==> src/rtl/sram_access_ctrl_pkg.sv <==
// Shared types and constants for the SLC-3 external SRAM access sequencer.
package slc3_mem_pkg;

  typedef enum logic [2:0] {
    ST_IDLE,
    ST_RD,
    ST_WR_SETUP,
    ST_WR_PULSE,
    ST_WR_HOLD
  } sram_state_t;

  localparam logic [3:0] SRAM_ADDR_PAD = 4'b0000;

  // Wide enough to hold max(a, b) - 1 without wrap.
  function automatic int unsigned cnt_width(input int unsigned a, input int unsigned b);
    int unsigned m;
    m = (a > b) ? a : b;
    return $clog2(m + 1);
  endfunction

endpackage

==> src/rtl/sram_access_ctrl.sv <==
// Multi-cycle SRAM access sequencer: one read or write at a time, registered
// active-low strobes with programmable wait states and a one-cycle response.
module sram_access_ctrl
  import slc3_mem_pkg::*;
#(
  parameter int unsigned RD_CYC = 2,
  parameter int unsigned WR_CYC = 2
) (
  input  logic        Clk,
  input  logic        Reset,
  input  logic        req_valid,
  output logic        req_ready,
  input  logic        req_we,
  input  logic [15:0] req_addr,
  input  logic [15:0] req_wdata,
  output logic        rsp_valid,
  output logic [15:0] rsp_rdata,
  output logic        mem_ce,
  output logic        mem_ub,
  output logic        mem_lb,
  output logic        mem_oe,
  output logic        mem_we,
  output logic [19:0] mem_addr,
  output logic [15:0] data_to_sram,
  input  logic [15:0] data_from_sram,
  output logic        data_drive
);

  localparam int unsigned CW = cnt_width(RD_CYC, WR_CYC);
  localparam logic [CW-1:0] RD_LOAD = CW'(RD_CYC - 1);
  localparam logic [CW-1:0] WR_LOAD = CW'(WR_CYC - 1);

  sram_state_t   state_q, state_d;
  logic [CW-1:0] cnt_q, cnt_d;
  logic [15:0]   addr_q, addr_d;
  logic [15:0]   wdata_q, wdata_d;
  logic [15:0]   rdata_q, rdata_d;
  logic          rsp_valid_q, rsp_valid_d;
  logic          ce_q, ce_d;
  logic          ub_q, ub_d;
  logic          lb_q, lb_d;
  logic          oe_q, oe_d;
  logic          we_q, we_d;
  logic          drive_q, drive_d;

  always_comb begin
    state_d     = state_q;
    cnt_d       = cnt_q;
    addr_d      = addr_q;
    wdata_d     = wdata_q;
    rdata_d     = rdata_q;
    rsp_valid_d = 1'b0;
    ce_d        = ce_q;
    ub_d        = ub_q;
    lb_d        = lb_q;
    oe_d        = oe_q;
    we_d        = we_q;
    drive_d     = drive_q;

    unique case (state_q)
      ST_IDLE: begin
        if (req_valid) begin
          addr_d = req_addr;
          ce_d   = 1'b0;
          ub_d   = 1'b0;
          lb_d   = 1'b0;
          we_d   = 1'b1;
          if (req_we) begin
            state_d = ST_WR_SETUP;
            wdata_d = req_wdata;
            oe_d    = 1'b1;
            drive_d = 1'b1;
          end else begin
            state_d = ST_RD;
            oe_d    = 1'b0;
            drive_d = 1'b0;
            cnt_d   = RD_LOAD;
          end
        end
      end

      ST_RD: begin
        if (cnt_q == '0) begin
          state_d     = ST_IDLE;
          rdata_d     = data_from_sram;
          rsp_valid_d = 1'b1;
          ce_d        = 1'b1;
          ub_d        = 1'b1;
          lb_d        = 1'b1;
          oe_d        = 1'b1;
          we_d        = 1'b1;
        end else begin
          cnt_d = cnt_q - CW'(1);
        end
      end

      ST_WR_SETUP: begin
        state_d = ST_WR_PULSE;
        we_d    = 1'b0;
        cnt_d   = WR_LOAD;
      end

      ST_WR_PULSE: begin
        if (cnt_q == '0) begin
          state_d = ST_WR_HOLD;
          we_d    = 1'b1;
        end else begin
          cnt_d = cnt_q - CW'(1);
        end
      end

      ST_WR_HOLD: begin
        state_d     = ST_IDLE;
        drive_d     = 1'b0;
        rsp_valid_d = 1'b1;
        ce_d        = 1'b1;
        ub_d        = 1'b1;
        lb_d        = 1'b1;
        oe_d        = 1'b1;
        we_d        = 1'b1;
      end

      default: state_d = ST_IDLE;
    endcase
  end

  always_ff @(posedge Clk) begin
    if (!Reset) begin
      state_q     <= ST_IDLE;
      cnt_q       <= '0;
      addr_q      <= '0;
      wdata_q     <= '0;
      rdata_q     <= '0;
      rsp_valid_q <= 1'b0;
      ce_q        <= 1'b1;
      ub_q        <= 1'b1;
      lb_q        <= 1'b1;
      oe_q        <= 1'b1;
      we_q        <= 1'b1;
      drive_q     <= 1'b0;
    end else begin
      state_q     <= state_d;
      cnt_q       <= cnt_d;
      addr_q      <= addr_d;
      wdata_q     <= wdata_d;
      rdata_q     <= rdata_d;
      rsp_valid_q <= rsp_valid_d;
      ce_q        <= ce_d;
      ub_q        <= ub_d;
      lb_q        <= lb_d;
      oe_q        <= oe_d;
      we_q        <= we_d;
      drive_q     <= drive_d;
    end
  end

  assign req_ready    = (state_q == ST_IDLE);
  assign rsp_valid    = rsp_valid_q;
  assign rsp_rdata    = rdata_q;
  assign mem_ce       = ce_q;
  assign mem_ub       = ub_q;
  assign mem_lb       = lb_q;
  assign mem_oe       = oe_q;
  assign mem_we       = we_q;
  assign mem_addr     = {SRAM_ADDR_PAD, addr_q};
  assign data_to_sram = wdata_q;
  assign data_drive   = drive_q;

endmodule

==> config.mk <==
export PLATFORM = sky130hd
export DESIGN_NAME = sram_access_ctrl
export DESIGN_NICKNAME = d
export VERILOG_FILES = /design/src/rtl/sram_access_ctrl_pkg.sv /design/src/rtl/sram_access_ctrl.sv
export SDC_FILE = /design/constraint.sdc
export NUM_CORES = 1
export LEC_CHECK = 0
export ABC_AREA = 1
export CORE_MARGIN = 4
export CORE_UTILIZATION = 55
export DETAILED_ROUTE_END_ITERATION = 7
export DONT_BUFFER_PORTS = 1
export PLACE_DENSITY = 0.7
export SYNTH_ARGS = -nofsm -noshare
export SYNTH_HDL_FRONTEND = slang
export SYNTH_SLANG_ARGS = --single-unit
==> constraint.sdc <==
create_clock -name Clk -period 2.4 [get_ports Clk]
set_clock_uncertainty 0.15 [all_clocks]
set_input_delay 0.48 -clock Clk [delete_from_list [all_inputs] [get_ports Clk]]
set_output_delay 0.48 -clock Clk [all_outputs]
set_load 0.005 [all_outputs]
==> Word-level counts from Yosys, hierarchy flattened <==
Cells that the tools add are included.
{ "word_totals": {"reg_bits": 58, "in_bits": 52, "out_inout_bits": 60, "wordCells": 56} }
{ "op_classes": {"add_sub_neg": 1, "n_eq_ne": 10, "muxes": 20, "reduce_logical": 15} }
{ "op_table": {"columns": ["operator", "count"], "rows": [
  ["3-bit case mux with 4 select lines", 1],
  ["3-bit AND reduction", 4],
  ["2-bit inequality test (second input constant)", 5],
  ["3-bit two-way mux", 3],
  ["2-bit two-way mux", 4],
  ["3-bit by 2-bit equality test with 1-bit output (second input constant)", 2],
  ["1-bit two-way mux", 6],
  ["1-bit case mux with 3 select lines", 2],
  ["2-bit case mux with 3 select lines", 1],
  ["2-bit AND reduction", 3],
  ["3-bit nonzero test", 2],
  ["1-bit case mux with 2 select lines", 2],
  ["1-bit case mux with 4 select lines", 1],
  ["4-bit AND reduction", 1],
  ["4-bit nonzero test", 1],
  ["3-bit by 1-bit equality test with 1-bit output (second input constant)", 1],
  ["3-bit equality test (second input constant)", 1],
  ["3-bit zero test", 1],
  ["2-bit zero test", 1],
  ["2-bit by 1-bit inequality test with 1-bit output (second input constant)", 1],
  ["2-bit nonzero test", 1],
  ["2-bit OR reduction", 1],
  ["2-bit by 1-bit subtractor with 2-bit output (second input constant)", 1]
]} }

==> Longest topological paths before layout <==
{ "depth": {"depth_word": 4, "ltp_mapped": 9, "ltp_nobuf": 9} }

==> Least setup slack after synthesis <==
No wires, ideal clock.
{ "synth_timing": {"kind": "flip-flop to output port", "startpoint": "register state_q[1]", "endpoint": "output req_ready", "t_arrival_ps": 811, "required_ps": 1770, "setup_slack_ps": 959, "path_stages_with_launch": 5, "n_path_buf": 1, "cell_sequence": "dfxtp_1 -> inv_4 -> nand2_4 -> nor2_8 -> buf_4"} }
{ "synth_via": {"elab_chain_len": 1} }
{ "synth_lines": {"columns": ["item", "line_no", "text"], "rows": [
  ["from (decl)", "sram_access_ctrl.sv:33", "sram_state_t state_q, state_d;"],
  ["from (signal assigned)", "sram_access_ctrl.sv:142", "state_q <= state_d;"],
  ["3-bit zero test", "sram_access_ctrl.sv:157", "assign req_ready = (state_q == ST_IDLE);"],
  ["to (decl)", "sram_access_ctrl.sv:12", "output logic req_ready,"]
]} }
No other way between the ends.

==> Worst setup path after layout <==
Ends and elaborated chain as after synthesis.

==> key figures <==
Logic synthesis
  – Post-Syn Area: 2380 um2
  – Netlist cell types: 24
  – Gate Count Post-Synth: 322
  – Yosys reg bits: 58
  – Mean Syn Cell Area: 7.40 um2
  – YS warnings: 0
  – Sequential fraction of the synthesis area: 48.7%

Power and ir drop
  – PD cells: 1010 nW/um2
  – Pint: 1.77 mW
  – Clk pwr share: 34.3%
  – Comb pwr share: 18.0%
  – LEAKAGE: 1.13 nW
  – NetSw: 0.762 mW
  – Peak supply drop: 0.000503 V
  – Net Sw Frac: 30.1%
  – Flop pwr share: 47.7%

Final layout
  – # nets final: 367
  – Sequential Area: 1160 um2
  – Area of the multi-input gates: 966 um2
  – Ratio of cells with drive above 1 in the final layout: 7.84%
  – Finished Core Util: 61.2%
  – Filler cell count: 378
  – Commonest non-fill, non-tap cell in the layout: nor2_1
  – Design Area, Final: 2500 um2
  – Area Overhead vs Synth: 4.94%
  – Diode count: 0
  – Most frequent cells in the layout: 75 x nor2_1, 69 x nand2_1, 58 x dfxtp_1

Setup path
  – Max stage delay cell, worst path: dfxtp_1
  – Reg-to-Reg Start: state_q[1]
  – Critical Path Start: state_q[1]
  – Critical Path Fanout Max: 19
  – CP Capture Type: output port
  – CP Cell Sequence: inv_4 > nand2_4 > nor2_8
  – R2R Path End: data_to_sram[12]
  – Worst R2R Setup Slack: 740 ps
  – Slowest stage delay, CP: 350 ps
  – Arr. time, crit path: 1120 ps
  – Data required, critical path: 1770 ps
  – Worst setup path end: req_ready
  – Classification of the worst setup path: register to output port
  – R2R cell count: 6
  – Startpoint Class: register

Clock network
  – Postcts setup bufs: 0
  – Clock Tree Root: clkbuf_8
  – Resized cells post-CTS: 0
  – Clk_lat worst skew: 320 ps
  – Clock transition at the registers of the reported paths: 60 ps
  – CTS Buf Count: 9
  – Hold-fix buffers, CTS: 0
  – CTS tree: yes
  – H-tree Lvls: 3
  – Clock sink total: 58
  – Clock Path Buffers: 2

STA
  – Post-route minimum period: 1750 ps
  – RSZ-0062 raised after global routing: false
  – Fin crit share: 72.9%
  – Pins Over Slew Limit: 0
  – Setup TNS: 0 ps
  – Final hold vios: 0
  – Slew headroom: 57.8%
  – Worst-margin pin slew: 632 ps
  – Final setup fails: 0
  – Max frequency: 571 MHz

Global routing
  – Vias in the first global route: 1,712
  – All-layer global routing usage: 18.2%
  – First-pass GRT wire length: 7600 um
  – Largest net degree at the start of global routing: 38
  – Overflow after GRT: 0
  – Antenna violations before repair: 0

Detailed routing
  – Number of nets with antenna violations after routing: 0
  – Vias: 1,871
  – DR pass1 iterations: 7
  – Final WL: 4850 um
  – DR vias/cell: 5.07
  – DRC viols: 0
  – Post-DR wirelength/cell: 13.1 um
  – DR iter-0 viols: 125

Status
  – Outcome: completed

Placed design
  – Number of buffers added on ports: 0
  – GP Congestion: 0.752
  – DP Area: 2300 um2
  – Post-DP HPWL: 3320 um

Worst hold path
  – HP Class: input pin to register

Job
  – Max-Cap Viols: 0

Floorplan
  – Die height: 73.8 um
  – Row Count: 23
  – Chip width: 73.8 um
  – Core area: 4090 um2
  – IO Count: 112
  – Initial core utilization: 58.3%
  – Die area: 5450 um2
==> worst min path at each step <==
stage | start | endpoint | slack, ps | cells past startpoint
2_1_floorplan | mem_we | mem_we | 300 | 2
3_3_place_gp | addr_q[7] | addr_q[7] | 320 | 2
3_5_place_dp | addr_q[13] | addr_q[13] | 320 | 2
4_1_cts | Reset | data_to_sram[5] | 110 | 2
5_1_grt | Reset | cnt_q[0] | 100 | 2
6_report | Reset | data_to_sram[5] | 130 | 2
==> worst max-delay path: cells and delay by family, from the launching register on <==
| family | cells | cell delay (ps) |
|---|---|---|
| AND/OR/NAND/NOR | 2 | 340 |
| flip-flops | 1 | 350 |
| buffers and inverters | 1 | 110 |
==> logic make-up after synthesis <==
| logic type | share of synthesized area (%) |
|---|---|
| and+or+nand+nor | 31.4 |
| AOI/OAI and AO/OA | 7.98 |
| DFF | 48.7 |
| adders and majority gates | 0.525 |
| other | 0.157 |
| buffers and inverters | 11.2 |
==> layer usage <==
layer | GRT usage, % | up-vias | wire [um]
met5 | 0 | - | 0
met2 | 27.3 | 78 | 2190
met1 | 20.4 | 816 | 1970
met4 | 9.86 | 0 | 76
li1 | - | 970 | -
met3 | 10.3 | 7 | 611
==> state kept, by name, summed over array words and instances (netlist names) <==
register / cells
addr_q: 16
data_to_sram: 16
rsp_rdata: 16
state_q: 3
cnt_q: 2
data_drive: 1
mem_lb: 1
mem_oe: 1
mem_we: 1
rsp_valid: 1
==> power groups by stage <==
stage | clock (mW) | combinational [mW] | sequential (mW)
after floorplan | 0 | 0.458 | 1.20
after global placement | 0 | 0.443 | 1.23
after detailed placement | 0 | 0.458 | 1.23
after CTS | 0.888 | 0.459 | 1.21
after global routing | 0.941 | 0.537 | 1.23
final | 0.870 | 0.455 | 1.21
==> through the flow <==
stage / setup WS (ps) / hold WS (ps) / power, mW / cells
floorplan: 959 / 300 / 1.66 / 325
global placement: 792 / 320 / 1.67 / 353
detailed placement: 723 / 324 / 1.69 / 353
CTS: 636 / 107 / 2.56 / 369
global route: 533 / 102 / 2.71 / 369
finish: 649 / 125 / 2.53 / 369
==> area by class of cell <==
type                       instances  area share (%)
clock buffer                      15            7.86
sequential                        58            46.4
inverter                          27            4.35
clock inverter                     1           0.200
tap                               50            2.50
multi-input combinational        218            38.6
==> synthesized netlist by cell type <==
| library cell | count | area [um2] |
|---|---|---|
| nor2_1 | 75 | 282 |
| nand2_1 | 69 | 259 |
| dfxtp_1 | 58 | 1160 |
| inv_1 | 24 | 90.1 |
| nand3_1 | 22 | 110 |
| a21oi_1 | 19 | 95.1 |
| o21ai_0 | 19 | 95.1 |
| buf_4 | 8 | 60.1 |
| buf_2 | 5 | 25.0 |
| clkbuf_1 | 5 | 18.8 |
| buf_6 | 3 | 33.8 |
| nand3_4 | 2 | 35.0 |
| nor2_2 | 2 | 12.5 |
| buf_12 | 1 | 20.0 |
| conb_1 | 1 | 3.75 |
| ha_1 | 1 | 12.5 |
| inv_2 | 1 | 3.75 |
| inv_4 | 1 | 6.26 |
| inv_6 | 1 | 8.76 |
| nand2_2 | 1 | 6.26 |
| nand2_4 | 1 | 11.3 |
| nand4_1 | 1 | 6.26 |
| nor2_8 | 1 | 20.0 |
| nor4_1 | 1 | 6.26 |
(Power assumes the default switching activity.)
